File: config.mk
export PLATFORM = sky130hd
export DESIGN_NAME = cubic_result_fifo_flat
export DESIGN_NICKNAME = d
export VERILOG_FILES = /design/src/rtl/cubic_result_fifo_pkg.sv /design/src/rtl/cubic_result_fifo_if.sv /design/src/rtl/cubic_result_fifo_mem.sv /design/src/rtl/cubic_result_fifo.sv /design/src/flat_wrapper.sv
export SDC_FILE = /design/constraint.sdc
export NUM_CORES = 1
export LEC_CHECK = 0
export ABC_AREA = 1
export BUFFER_PORTS_ARGS = -buffer_cell sky130_fd_sc_hd__buf_4
export CAP_MARGIN = 20
export CORE_ASPECT_RATIO = 1.5
export CORE_MARGIN = 3
export CORE_UTILIZATION = 51
export DETAILED_ROUTE_END_ITERATION = 6
export GPL_TIMING_DRIVEN = 0
export PLACE_DENSITY = 0.69
export SYNTH_ARGS = -nofsm -noshare
export SYNTH_HDL_FRONTEND = slang
export SYNTH_HIERARCHICAL = 1
export SYNTH_SLANG_ARGS = --single-unit
File: constraint.sdc
create_clock -name clk -period 5.58 [get_ports clk]
set_input_delay 0 -clock clk [delete_from_list [all_inputs] [get_ports clk]]
set_output_delay 0 -clock clk [all_outputs]
set_load 0.005 [all_outputs]
File: src/rtl/cubic_result_fifo_pkg.sv
// rtl/cubic_result_fifo_pkg.sv - shared types for the cubic result FIFO
//
// Purpose: stream beat types and the stored entry layout used by the FIFO,
// its memory and its interface.
//   TDATA_W                     : width of a result word (raw IEEE-754 bits)
//   fifo_entry_t                : one stored beat {tlast, tdata}
//   axi_stream_mastero_slavei_t : forward half of a stream (tvalid/tdata/tlast)
//   axi_stream_masteri_slaveo_t : backward half of a stream (tready)
package cubic_result_fifo_pkg;

  localparam int TDATA_W = 64;

  typedef struct packed {
    logic               tlast;
    logic [TDATA_W-1:0] tdata;
  } fifo_entry_t;

  typedef struct packed {
    logic               tvalid;
    logic [TDATA_W-1:0] tdata;
    logic               tlast;
  } axi_stream_mastero_slavei_t;

  typedef struct packed {
    logic tready;
  } axi_stream_masteri_slaveo_t;

endpackage

File: src/rtl/cubic_result_fifo_if.sv
// rtl/cubic_result_fifo_if.sv - one stream link (forward beat + backward ready)
//
// Purpose: bundles both directions of a single stream hop.
//   m2s : beat travelling from producer to consumer
//   s2m : ready travelling from consumer to producer
// Modports:
//   master : producer side (drives m2s, samples s2m)
//   slave  : consumer side (samples m2s, drives s2m)
interface cubic_result_fifo_if;
  import cubic_result_fifo_pkg::*;

  axi_stream_mastero_slavei_t m2s;
  axi_stream_masteri_slaveo_t s2m;

  modport master (output m2s, input s2m);
  modport slave  (input m2s, output s2m);
endinterface

File: src/rtl/cubic_result_fifo_mem.sv
// rtl/cubic_result_fifo_mem.sv - DEPTH x 65 storage, sync write, async read
//
// Purpose: entry array for the FIFO; contents are not reset.
//   clk     : write clock
//   we_i    : write enable
//   waddr_i : write address
//   wdata_i : entry to store
//   raddr_i : read address
//   rdata_o : entry at raddr_i (combinational)
module cubic_result_fifo_mem
  import cubic_result_fifo_pkg::*;
#(
  parameter int DEPTH = 8,
  parameter int AW    = $clog2(DEPTH)
) (
  input  logic          clk,
  input  logic          we_i,
  input  logic [AW-1:0] waddr_i,
  input  fifo_entry_t   wdata_i,
  input  logic [AW-1:0] raddr_i,
  output fifo_entry_t   rdata_o
);

  fifo_entry_t mem_q [DEPTH];

  always_ff @(posedge clk) begin
    if (we_i) begin
      mem_q[waddr_i] <= wdata_i;
    end
  end

  assign rdata_o = mem_q[raddr_i];

endmodule

File: src/rtl/cubic_result_fifo.sv
// rtl/cubic_result_fifo.sv - first-word fall-through result FIFO with frame count
//
// Purpose: buffers 64-bit results from the cubic pipeline, preserving order
// and tlast framing, and counts completed output frames.
//   clk        : clock
//   rst        : synchronous active-high reset
//   prev_if    : upstream link (slave), beats in, tready out
//   next_if    : downstream link (master), beats out, tready in
//   count      : occupancy 0..DEPTH
//   frames_out : output handshakes carrying tlast, wraps
module cubic_result_fifo
  import cubic_result_fifo_pkg::*;
#(
  parameter int DEPTH   = 8,
  parameter int FRAME_W = 16,
  parameter int AW      = $clog2(DEPTH)
) (
  input  logic                clk,
  input  logic                rst,
  cubic_result_fifo_if.slave  prev_if,
  cubic_result_fifo_if.master next_if,
  output logic [AW:0]         count,
  output logic [FRAME_W-1:0]  frames_out
);

  axi_stream_mastero_slavei_t previ;
  axi_stream_mastero_slavei_t nexto;
  axi_stream_masteri_slaveo_t prevo;
  axi_stream_masteri_slaveo_t nexti;

  assign previ        = prev_if.m2s;
  assign nexti        = next_if.s2m;
  assign prev_if.s2m  = prevo;
  assign next_if.m2s  = nexto;

  // Pointers carry one extra wrap bit to tell full from empty.
  logic [AW:0]        wr_ptr_q, wr_ptr_d;
  logic [AW:0]        rd_ptr_q, rd_ptr_d;
  logic [FRAME_W-1:0] frames_q, frames_d;

  logic        empty, full, push, pop;
  fifo_entry_t wr_entry, rd_entry;

  always_comb begin
    empty = (wr_ptr_q == rd_ptr_q);
    full  = (wr_ptr_q[AW-1:0] == rd_ptr_q[AW-1:0]) &&
            (wr_ptr_q[AW] != rd_ptr_q[AW]);

    // Ready depends only on registered pointers: no path from downstream ready.
    prevo        = '0;
    prevo.tready = !full && !rst;

    // Fall-through output; forced to zero when nothing is buffered.
    nexto = '0;
    if (!empty && !rst) begin
      nexto.tvalid = 1'b1;
      nexto.tdata  = rd_entry.tdata;
      nexto.tlast  = rd_entry.tlast;
    end

    push = previ.tvalid && prevo.tready;
    pop  = nexto.tvalid && nexti.tready;

    wr_entry.tlast = previ.tlast;
    wr_entry.tdata = previ.tdata;

    wr_ptr_d = push ? wr_ptr_q + (AW+1)'(1) : wr_ptr_q;
    rd_ptr_d = pop  ? rd_ptr_q + (AW+1)'(1) : rd_ptr_q;
    frames_d = (pop && rd_entry.tlast) ? frames_q + FRAME_W'(1) : frames_q;
  end

  always_ff @(posedge clk) begin
    if (rst) begin
      wr_ptr_q <= '0;
      rd_ptr_q <= '0;
      frames_q <= '0;
    end else begin
      wr_ptr_q <= wr_ptr_d;
      rd_ptr_q <= rd_ptr_d;
      frames_q <= frames_d;
    end
  end

  assign count      = wr_ptr_q - rd_ptr_q;
  assign frames_out = frames_q;

  cubic_result_fifo_mem #(
    .DEPTH (DEPTH),
    .AW    (AW)
  ) u_mem (
    .clk     (clk),
    .we_i    (push),
    .waddr_i (wr_ptr_q[AW-1:0]),
    .wdata_i (wr_entry),
    .raddr_i (rd_ptr_q[AW-1:0]),
    .rdata_o (rd_entry)
  );

  // Protocol checks. The previous cycle's stall state is remembered so that
  // a stalled beat can be compared against what is presented now; checking
  // is disarmed for the first edge after reset.
  logic               chk_armed_q;
  logic               chk_stall_q;
  logic [TDATA_W-1:0] chk_tdata_q;

  always_ff @(posedge clk) begin
    if (rst) begin
      chk_armed_q <= 1'b0;
      chk_stall_q <= 1'b0;
      chk_tdata_q <= '0;
    end else begin
      assert (!(previ.tlast && !previ.tvalid))
        else $error("cubic_result_fifo: upstream tlast high without tvalid");
      if (chk_armed_q && chk_stall_q) begin
        assert (nexto.tvalid)
          else $error("cubic_result_fifo: tvalid dropped without a pop");
        assert (nexto.tdata == chk_tdata_q)
          else $error("cubic_result_fifo: tdata changed while stalled");
      end
      chk_armed_q <= 1'b1;
      chk_stall_q <= nexto.tvalid && !nexti.tready;
      chk_tdata_q <= nexto.tdata;
    end
  end

endmodule

File: src/flat_wrapper.sv
// flat-port wrapper written by rule: the top's interface ports become plain ports
module cubic_result_fifo_flat import cubic_result_fifo_pkg::*;
#(
  parameter int DEPTH   = 8,
  parameter int FRAME_W = 16,
  parameter int AW      = $clog2(DEPTH)
)
  (clk, rst, count, frames_out, prev_if_m2s, prev_if_s2m, next_if_m2s, next_if_s2m);
  cubic_result_fifo_if prev_if_i ();
  cubic_result_fifo_if next_if_i ();
  input  logic clk;
  input  logic rst;
  output logic [AW:0] count;
  output logic [FRAME_W-1:0] frames_out;
  input wire logic [$bits(prev_if_i.m2s)-1:0] prev_if_m2s;
  output wire logic [$bits(prev_if_i.s2m)-1:0] prev_if_s2m;
  output wire logic [$bits(next_if_i.m2s)-1:0] next_if_m2s;
  input wire logic [$bits(next_if_i.s2m)-1:0] next_if_s2m;
  assign prev_if_i.m2s = prev_if_m2s;
  assign prev_if_s2m = prev_if_i.s2m;
  assign next_if_m2s = next_if_i.m2s;
  assign next_if_i.s2m = next_if_s2m;
  cubic_result_fifo #(.DEPTH(DEPTH), .FRAME_W(FRAME_W), .AW(AW)) u_core (.clk(clk), .rst(rst), .prev_if(prev_if_i), .next_if(next_if_i), .count(count), .frames_out(frames_out));
endmodule
==> results of run 1 <==
layer usage:
| layer | track usage [%] | wire (um) | vias up |
|---|---|---|---|
| li1 | - | - | 8647 |
| met4 | 9.44 | 2120 | 2 |
| met1 | 28.3 | 23500 | 8615 |
| met2 | 43.7 | 32800 | 650 |
| met3 | 3.09 | 3610 | 132 |
| met5 | 0 | 13 | - |
final timing paths:
kind / startpoint / endpoint / slack, ps / cells after the start
setup / recovery: u_core/rd_ptr_q[2] / u_core/u_mem/mem_q[3][27] / 2280 / 12
hold / removal: prev_if_m2s[7] / u_core/u_mem/mem_q[1][6] / 190 / 2
hold reg to reg: u_core/rd_ptr_q[3] / u_core/rd_ptr_q[3] / 500 / 2
setup reg to reg: u_core/rd_ptr_q[2] / u_core/u_mem/mem_q[3][27] / 2280 / 12
state kept, by name, indices dropped and copies added, names as in the netlist:
register            count
u_core/rd_ptr_q         4
u_core/u_mem/mem_q    520
u_core/frames_out      16
u_core/wr_ptr_q         4
through the flow:
step | utilization, % | std cells
global placement | 55.9 | 3376
floorplan | - | 2622
CTS | 61.6 | 3556
finish | 61.6 | 3559
global route | 61.6 | 3559
detailed placement | 56.7 | 3393
placed cells by master (no fill, tap or decap), drive strengths merged:
cell | netlist | final
diode | 0 | 3
xnor2 | 2 | 2
edfxtp | 520 | 520
fa | 1 | 1
xor2 | 7 | 7
clkbuf | 20 | 79
buf | 91 | 262
dfxtp | 24 | 24
a21oi | 23 | 23
dlygate4sd3 | 0 | 68
dlymetal6s2s | 1 | 1
clkinvlp | 0 | 1
inv | 615 | 617
nand3 | 279 | 279
ha | 6 | 6
nand4 | 8 | 8
nand2 | 925 | 925
bufinv | 0 | 5
nor2 | 97 | 97
clkinv | 0 | 28
o21ai | 3 | 3
worst max-delay path, delay by kind of cell, from the launching register on:
kind	cells	cell delay (ps)
AND/OR/NAND/NOR	6	1270
adder cells (fa/ha/maj)	1	350
flip-flops	1	530
buffers and inverters	5	810
cell type report:
class	count	area, sq um
Antenna cell	3	7.51
Buffer	112	646
Clock buffer	59	1330
Clock inverter	36	317
Fill cell	3904	18400
Inverter	615	2310
Multi-Input combinational cell	1351	5810
Sequential cell	544	16100
Tap cell	600	751
Timing Repair Buffer	239	2180
power groups by stage:
stage / registers, mW / clock network [mW] / logic [mW]
detailed placement: 4.62 / 0 / 0.974
global route: 4.53 / 3.63 / 1.13
floorplan: 4.62 / 0 / 0.560
finish: 4.53 / 3.42 / 1.02
global placement: 4.63 / 0 / 0.939
CTS: 4.53 / 3.48 / 1.02
kinds of logic (layout without fill, tap and decap cells):
logic type / after synthesis / count (layout) / share of synthesized area, %
fa+ha+maj: 7 / 7 / 0.383
buf+inv: 727 / 1061 / 11.9
compound gates: 26 / 26 / 0.767
xor+xnor: 9 / 9 / 0.318
flops: 544 / 544 / 64.9
simple gates: 1309 / 1309 / 21.7
other cells: 0 / 3 / 0
Yosys cell counts, drive strengths merged (2+ instances only):
library cell,instances,share of area (%)
a21oi,23,0.71
buf,91,2.2
clkbuf,20,0.30
dfxtp,24,1.9
edfxtp,520,63
ha,6,0.30
inv,615,9.3
nand2,925,14
nand3,279,5.7
nand4,8,0.23
nor2,97,1.6
o21ai,3,0.061
xnor2,2,0.071
xor2,7,0.25
repair_timing:
| item | in CTS | in global routing |
|---|---|---|
| hold buffers | 68 | 0 |
| buffers inserted | 0 | 0 |
| setup endpoints to repair | 0 | 0 |
| endpoints found under the hold margin | 536 | 0 |
==> metrics.md, run 1 <==
| Metric | Value |
|---|---|
| Asr flop ratio synth | `0%` |
| Ys Warns | `6` |
| Startpoint types | `flop` |
| Vias in the first global route | `roughly 18,000` |
| Htree depth | `2` |
| Clk_lat worst skew | `590 ps` |
| Syn nets | `approximately 2,700` |
| #FFs+latches synth | `544` |
| Post-synth EDFFs | `520` |
| Maxcap violations | `0` |
| Rows | `roughly 100` |
| Placed wire-length estimate | `slightly above 40 mm` |
| Clock root buffer master | `clkbuf_16` |
| Clk_skew | `between 20 and 25 ps` |
| Drt via density | `5.07` |
| Pin count of the biggest net entering global routing | `28` |
| Peak VDD IR | `0.000206 V` |
| Required @ worst endpoint | `just under 6000 ps` |
| Boundary Pins | `156` |
| DR pass1 iterations | `5` |
| Final period util | `about 59%` |
| RSZ-0062 raised after global routing | `false` |
| Syn Std Cell Area | `0.0248 sq mm` |
| Clock power share | `38.1%` |
| Synth Flop Type | `edfxtp_1` |
| Crit. End Element | `flop` |
| Fin. Hold Viols | `0` |
| Critical path fanouts, max | `20` |
| Internal | `about 7 mW` |
| GRT Residual Overflow | `0` |
| Port Buffer Count | `~150` |
| CTS tree | `yes` |
| Netlist cell types | `31` |
| Leakage | `around 14 nW` |
| CP max stage cell | `nor2_4` |
| Endpoints failing setup | `0` |
| Nets@finish | `around 3,000` |
| Peak Freq | `303 MHz` |
| Cts repair resizes | `0` |
| Mapped Cells | `2,622` |
| Switching power share of the total | `23.9%` |
| Register area share after synthesis | `about 65%` |
| Status | `completed` |
| Worst hold margin | `189 ps` |
| Initial antenna violation count | `4` |
| Slew headroom | `40.9%` |
| Place WS | `about 2300 ps` |
| Clock sink count | `approximately 540` |
| Routed WL per cell | `between 15 and 20 um` |
| Initial Utilization | `just over 50%` |
| Fin Setup TNS | `0 ps` |
| Switch Pwr | `2.15 mW` |
| DRT iter0 DRCs | `1,264` |
| Die W | `186 um` |
| Cell area after layout | `about 0.03 sq mm` |
| Pins over their slew limit | `0` |
| Avg Cell Area, Syn | `9.46 sq um` |
| Layout area overhead | `18.7%` |
| Power Dens Cells | `~300 mW/mm^2` |
| Vias | `about 18,000` |
| Die Area | `around 0.05 sq mm` |
| CTS clk-pin slew, worst paths | `60 ps` |
| First-pass GRT wire length | `approximately 96 mm` |
| Critical path type | `reg2reg` |
| Setup WS post-layout | `2280 ps` |
| Gr usage total | `a little under a quarter` |
| Hold Path Class | `in2reg` |
| Share of cells above drive strength 1 | `roughly an eighth` |
| Fin crit period | `roughly 3300 ps` |
| Tot Pwr | `8.97 mW` |
| Clk buf depth | `3` |
| DRC Markers | `0` |
| Sequential Power Share | `about half` |
| Slowest stage delay, CP | `around 550 ps` |
| WP data arrival | `3570 ps` |
| DP Area | `around 0.027 sq mm` |
| Core box area | `~0.048 sq mm` |
| Final WL | `approximately 62 mm` |
| Die Ht | `276 um` |
| Post-DRT Antenna Nets | `0` |
| Global placement routability congestion | `around 0.85` |
| CP cell instances | `inv_1 -> ha_1 -> inv_2 -> nor2_4 -> nand3_1 -> nand2_1 -> nor2_2 -> nand2_1 -> nor2_4 -> buf_12 -> buf_16 -> buf_12` |
| Logic pwr share | `11.4%` |
| TritonCTS Buffers | `between 50 and 60` |
| Least-Margin Pin Slew | `about 900 ps` |
Power figures use the tool's default switching activity.
==> run 2: changes to the inputs <==
==> constraint.sdc (replaced) <==
create_clock -name clk -period 3.09 [get_ports clk]
set_input_delay 0 -clock clk [delete_from_list [all_inputs] [get_ports clk]]
set_output_delay 0 -clock clk [all_outputs]
set_load 0.005 [all_outputs]
==> run 2 against run 1 <==
Against the previous run:
- global-route usage increased by 0.20 points
- die area unchanged
- sequential power grew 81%
- critical endpoint is now u_core/u_mem/mem_q[2][53]
- clock skew shrank 5.2 ps
- via count rose by 1.1%
- combinational power grew 82%
- hold slack hardly changed
- critical path type unchanged
==> metrics.md, run 2 (synthesized netlist as in run 1, its figures left out) <==
| Metric | Value |
|---|---|
| Status | `completed` |
| Largest Register | `u_core/u_mem/mem_q` |
| Commonest cells after routing, fill and taps aside | `910 x nand2_1, 609 x inv_1, 520 x edfxtp_1` |
| Post-DRT Antenna Nets | `0` |
| DRT iter0 DRCs | `1,341` |
| CTS tree | `yes` |
| Worst hold margin | `189 ps` |
| Vias | `18,200` |
| Share of cells above drive strength 1 | `13.8%` |
| TritonCTS Buffers | `between 50 and 60` |
| Max reg flops | `520` |
| Hold path cells | `2` |
| Htree depth | `2` |
| Register Area | `~0.016 sq mm` |
| DRC Markers | `0` |
| Die Area | `0.0514 sq mm` |
| Drt via density | `just over 5` |
| Fin Setup TNS | `0 ps` |
| Clk buf depth | `3` |
| RSZ-0062 raised after global routing | `true` |
| Maxcap violations | `0` |
| Filler instances | `about 3,800` |
| Core box area | `roughly 0.048 sq mm` |
| Fin. Hold Viols | `0` |
| Setup slack, reg-to-reg | `approximately 140 ps` |
| Place WS | `-366 ps` |
| First-pass GRT wire length | `around 96 mm` |
| Setup WS post-layout | `138 ps` |
| Required @ worst endpoint | `around 3300 ps` |
| Gr usage total | `roughly a quarter` |
| Slew headroom | `a little under two fifths` |
| Final WL | `roughly 64 mm` |
| Rows | `98` |
| Global placement routability congestion | `around 0.87` |
| Commonest non-fill, non-tap cell in the layout | `nand2_1` |
| R2R Path Start | `u_core/wr_ptr_q[0]` |
| Critical path fanouts, max | `11` |
| Fin crit period | `about 3000 ps` |
| Clk_lat worst skew | `roughly 580 ps` |
| Endpoints failing setup | `0` |
| Leakage | `~14 nW` |
| Pin count of the biggest net entering global routing | `27` |
| Peak VDD IR | `roughly 0.00043 V` |
| Clock root buffer master | `clkbuf_16` |
| Peak Freq | `339 MHz` |
| HP Start | `prev_if_m2s[11]` |
| CTS clk-pin slew, worst paths | `roughly 70 ps` |
| Initial Utilization | `51.9%` |
| Area of the multi-input gates | `between 0.005 and 0.006 sq mm` |
| Layout area overhead | `19.9%` |
| Power Dens Cells | `between 500 and 600 mW/mm^2` |
| Nets@finish | `roughly 3,000` |
| Clk_skew | `between 15 and 20 ps` |
| Die Ht | `276 um` |
| Vias in the first global route | `18,000` |
| Least-Margin Pin Slew | `between 900 and 1000 ps` |
| Reg-to-reg endpoint | `u_core/u_mem/mem_q[2][53]` |
| Clock sink count | `between 500 and 600` |
| Port Buffer Count | `154` |
| Final period util | `between 90% and 100%` |
| Pins over their slew limit | `0` |
| DR pass1 iterations | `6` |
| Worst hold endpoint | `u_core/u_mem/mem_q[1][10]` |
| Initial antenna violation count | `3` |
| Worst r2r path cells | `9` |
| Die W | `approximately 190 um` |
| Hold Path Class | `in2reg` |
| Boundary Pins | `156` |
| Placed wire-length estimate | `40.1 mm` |
| Startpoint types | `flop` |
| WP data arrival | `about 3200 ps` |
| Final core utilization | `about 62%` |
| Critical path type | `reg2reg` |
| Crit. End Element | `flop` |
| Tot Pwr | `between 15 and 20 mW` |
| Routed WL per cell | `around 18 um` |
| GRT Residual Overflow | `0` |
run 2: worst max path at each step:
stage | to | startpoint | slack, ps | cells past startpoint
detailed placement | u_core/u_mem/mem_q[1][24] | u_core/rd_ptr_q[2] | -370 | 11
global placement | u_core/u_mem/mem_q[4][25] | u_core/rd_ptr_q[2] | -2330 | 9
finish | u_core/u_mem/mem_q[2][53] | u_core/wr_ptr_q[0] | 140 | 9
global route | u_core/u_mem/mem_q[2][53] | u_core/wr_ptr_q[0] | -100 | 9
floorplan | u_core/u_mem/mem_q[1][0] | u_core/rd_ptr_q[2] | -440 | 9
CTS | u_core/u_mem/mem_q[0][63] | u_core/wr_ptr_q[0] | 60 | 10
run 2: area by class of cell:
| cell class | instances | share of cell area, % |
|---|---|---|
| flip-flops and latches | 544 | 54.1 |
| clock buffers | 63 | 4.51 |
| clock inverters | 31 | 1.27 |
| inverters | 615 | 7.77 |
| repair buffers | 259 | 7.96 |
| plain buffers | 112 | 2.17 |
| multi-input cells | 1354 | 19.6 |
| well taps | 600 | 2.52 |
| diodes | 3 | 0.0252 |
run 2: power breakdown:
part | internal, mW | switching, mW | total (mW)
Sequential | 8.16 | 0.0265 | 8.18
Combinational | 0.663 | 1.20 | 1.86
Clock | 3.76 | 2.68 | 6.44
run 2: metal layers:
metal	wire, um	global-route usage (%)
met1	24100	28.8
met2	33000	43.2
met3	3840	3.16
met4	2690	10.5
met5	0	0
run 2: stage by stage:
step                      std cells  area (sq um)
after floorplan                2622         24800
after global placement         3376         26700
final                          3581         29700
after detailed placement       3392         27100
after global routing           3580         29700
after CTS                      3562         29600
run 2: critical path, stage by stage (launching register included):
cell and delay (ps):
dfxtp_1 440, inv_1 100, ha_1 320, nand2_1 110, nor2_4 50, nand3_1 60
nand2_1 70, nor2_2 270, nand2_2 340, nor2_2 800
run 2: timing repair:
action | 4_1_cts | 5_1_grt
resized for setup | 3 | 0
gates cloned | 1 | 2
pin swaps | 5 | 4
setup endpoints to repair | 222 | 189
endpoints found under the hold margin | 538 | 0
buffers inserted | 6 | 14
hold buffers | 69 | 0
==> run 3: changes to the inputs <==
--- a/config.mk
+++ b/config.mk
@@ -5,15 +5,16 @@
 export SDC_FILE = /design/constraint.sdc
 export NUM_CORES = 1
 export LEC_CHECK = 0
-export ABC_AREA = 1
 export BUFFER_PORTS_ARGS = -buffer_cell sky130_fd_sc_hd__buf_4
 export CAP_MARGIN = 20
+export CELL_PAD_IN_SITES_DETAIL_PLACEMENT = 0
+export CELL_PAD_IN_SITES_GLOBAL_PLACEMENT = 2
 export CORE_ASPECT_RATIO = 1.5
 export CORE_MARGIN = 3
-export CORE_UTILIZATION = 51
+export CORE_UTILIZATION = 47
 export DETAILED_ROUTE_END_ITERATION = 6
 export GPL_TIMING_DRIVEN = 0
-export PLACE_DENSITY = 0.69
+export PLACE_DENSITY_LB_ADDON = 0.1
 export SYNTH_ARGS = -nofsm -noshare
 export SYNTH_HDL_FRONTEND = slang
 export SYNTH_HIERARCHICAL = 1
==> run 3 against run 2 <==
Against the previous run:
- final cell count down 47%
- non-clock buffer count fell by 69
- first-iteration DRC count shrank 59%
- clock skew fell by 1.6 ps
- global-route usage down 5.0 points
- critical endpoint is now next_if_m2s[32]
==> metrics.md, run 3 <==
| Metric | Value |
|---|---|
| Global placement routability congestion | `between 0.7 and 0.8` |
| Critical path type | `reg2out` |
| Hold Path Class | `in2reg` |
| Final WL | `between 40 and 50 mm` |
| Register area share after synthesis | `75.7%` |
| Pin count of the biggest net entering global routing | `25` |
| Top-area cell type share of the netlist area | `around three quarters` |
| Inserted Diodes | `0` |
| Endpoints failing setup | `0` |
| Largest family of logic cells by synthesized area | `multiplexers` |
| Ys Warns | `6` |
| Area of the multi-input gates | `approximately 0.0050 sq mm` |
| Clk_skew | `between 10 and 15 ps` |
| Post-synth top cells | `520 x edfxtp_1, 130 x mux4_2, 65 x and2_1, 65 x mux2_2, 24 x dfxtp_1` |
| Fin crit period | `approximately 2900 ps` |
| Asr flop ratio synth | `0%` |
| Placed wire-length estimate | `a little under 30 mm` |
| Synth area leader | `edfxtp_1` |
| Die Ht | `266 um` |
| Crit. End Element | `output port` |
| Clk_lat worst skew | `570 ps` |
| Maxcap violations | `0` |
| WP data arrival | `around 3000 ps` |
| Least-Margin Pin Slew | `~810 ps` |
| Syn Std Cell Area | `about 0.021 sq mm` |
| Filler instances | `3,334` |
| Required @ worst endpoint | `a little over 3000 ps` |
| Netlist cell types | `34` |
| Initial antenna violation count | `0` |
| Drt via density | `about 5.5` |
| Pins over their slew limit | `0` |
| DR pass1 iterations | `5` |
| Htree depth | `2` |
| Post-synth EDFFs | `520` |
| Worst hold margin | `between 200 and 250 ps` |
| Register Area | `~0.016 sq mm` |
| Mux cell area share after synthesis | `roughly 17%` |
| Slew headroom | `around 46%` |
| Synth Flop Type | `edfxtp_1` |
| Largest Register | `u_core/u_mem/mem_q` |
| Avg Cell Area, Syn | `21.6 sq um` |
| Startpoint types | `flop` |
| Initial Utilization | `between 40% and 50%` |
| Max reg flops | `between 500 and 600` |
| GRT Residual Overflow | `0` |
| Clock sink count | `544` |
| Clock root buffer master | `clkbuf_16` |
| Layout area overhead | `23.3%` |
| DRT iter0 DRCs | `between 500 and 600` |
| Syn nets | `1,058` |
| CTS tree | `yes` |
| TritonCTS Buffers | `50` |
| Top-count cell post-synth | `edfxtp_1` |
| Status | `completed` |
| CP max stage cell | `dfxtp_2` |
| Simple-gate share of the synthesized area | `roughly 3.4%` |
| Synth top area cells | `edfxtp_1 73%, mux4_2 14%, mux2_2 3.4%, dfxtp_1 2.3%, and2_1 1.9%` |
| CTS clk-pin slew, worst paths | `60 ps` |
| #FFs+latches synth | `approximately 540` |
| DRC Markers | `0` |
| Core box area | `about 0.044 sq mm` |
| Peak VDD IR | `about 0.00055 V` |
| Commonest cells after routing, fill and taps aside | `520 x edfxtp_1, 159 x buf_4, 130 x mux4_2` |
| Commonest non-fill, non-tap cell in the layout | `edfxtp_1` |
| Vias in the first global route | `around 11,000` |
| Final period util | `between 90% and 100%` |
| Post-synthesis adder-cell area fraction | `less than 1%` |
| Die Area | `0.0479 sq mm` |
| Fin Setup TNS | `0 ps` |
| Post-DRT Antenna Nets | `0` |
| Slowest stage delay, CP | `around 400 ps` |
| Gr usage total | `around a fifth` |
| Mapped Cells | `slightly below 1,000` |
| Routed WL per cell | `between 20 and 25 um` |
| Leakage | `between 8 and 9 nW` |
| RSZ-0062 raised after global routing | `false` |
| Peak Freq | `about 340 MHz` |
| Nets@finish | `approximately 1,400` |
| XOR/XNOR Fraction of Synth Area | `less than 1%` |
| Port Buffer Count | `154` |
| Power Dens Cells | `slightly above 600 mW/mm^2` |
| Clk buf depth | `3` |
| Boundary Pins | `156` |
| Compound-gate portion of the synthesized area | `under 10%` |
| Vias | `10,400` |
| First-pass GRT wire length | `between 60 and 70 mm` |
| Rows | `94` |
| Critical path fanouts, max | `10` |
| Fin. Hold Viols | `0` |
| CP cell instances | `inv_2 -> ha_4 -> and3_1 -> a21oi_4 -> clkbuf_4 -> clkbuf_2 -> and2_1 -> buf_4` |
| Share of cells above drive strength 1 | `38.0%` |
| Die W | `between 150 and 200 um` |
run 3: cell types whose count changed in the layout (fill, tap and decap cells not counted), moves of 56 or more:
cell     change
nand3_1    -269
inv_1      -600
and2_1      +65
buf_2       -56
nand2_1    -903
nor2_1      -73
mux2_2      +65
mux4_2     +130
run 3: layer usage:
| metal | share of wire (%) | vias up | track usage, % |
|---|---|---|---|
| met5 | 0 | - | 0 |
| met3 | 3.7 | 58 | 2.63 |
| met4 | 1.8 | 0 | 4.52 |
| li1 | - | 4666 | - |
| met1 | 41 | 5483 | 24.2 |
| met2 | 54 | 212 | 35.1 |
run 3: logic make-up (layout without fill, tap and decap cells):
family / count (synthesis) / in the layout
flops: 544 / 544
compound gates: 39 / 39
fa+ha+maj: 7 / 7
buf+inv: 59 / 401
mux: 198 / 198
xor+xnor: 10 / 10
simple gates: 125 / 125
run 3: report_power, final:
group / total, mW / internal (mW) / switching (mW)
logic: 2.19 / 1.22 / 0.968
registers: 8.22 / 8.18 / 0.0426
clock network: 5.87 / 3.27 / 2.60
run 3: area by class of cell:
| class | count | area share [%] |
|---|---|---|
| Sequential cell | 544 | 61.5 |
| Multi-Input combinational cell | 379 | 19.0 |
| Timing Repair Buffer | 254 | 9.55 |
| Clock buffer | 60 | 5.00 |
| Tap cell | 576 | 2.75 |
| Buffer | 48 | 1.15 |
| Clock inverter | 28 | 0.902 |
| Inverter | 11 | 0.167 |
run 3: through the flow:
stage	instance area (sq um)	instances	util (%)	setup WS, ps	power, mW
floorplan	21400	982	-	-205	9.71
global placement	23200	1712	52.6	-2340	10.5
detailed placement	23900	1740	54.1	-353	10.5
CTS	26200	1897	59.2	20.0	16.5
global route	26200	1900	59.3	12.3	16.9
finish	26200	1900	59.3	151	16.3
run 3: what timing repair did:
item | in CTS | in global routing
gates resized for setup | 11 | 14
endpoints found under the hold margin | 533 | 0
pin swaps | 1 | 1
setup endpoints to repair | 85 | 87
gates cloned | 0 | 0
buffers inserted | 1 | 3
hold buffers | 68 | 0
run 3: path summary, 6_finish.rpt:
| kind | from | slack [ps] | cells past startpoint | end |
|---|---|---|---|---|
| max | u_core/rd_ptr_q[2] | 150 | 8 | next_if_m2s[32] |
| min | prev_if_m2s[21] | 210 | 2 | u_core/u_mem/mem_q[0][20] |
| max reg2reg | u_core/rd_ptr_q[2] | 180 | 9 | u_core/frames_out[9] |
| min reg2reg | u_core/frames_out[11] | 490 | 2 | u_core/frames_out[11] |
run 3: critical path: cells and delay by family, from the launching register on:
family | cells | cell delay, ps
AOI/OAI and AO/OA | 1 | 340
adders and majority gates | 1 | 240
buffers and inverters | 4 | 860
DFF | 1 | 400
and+or+nand+nor | 2 | 520
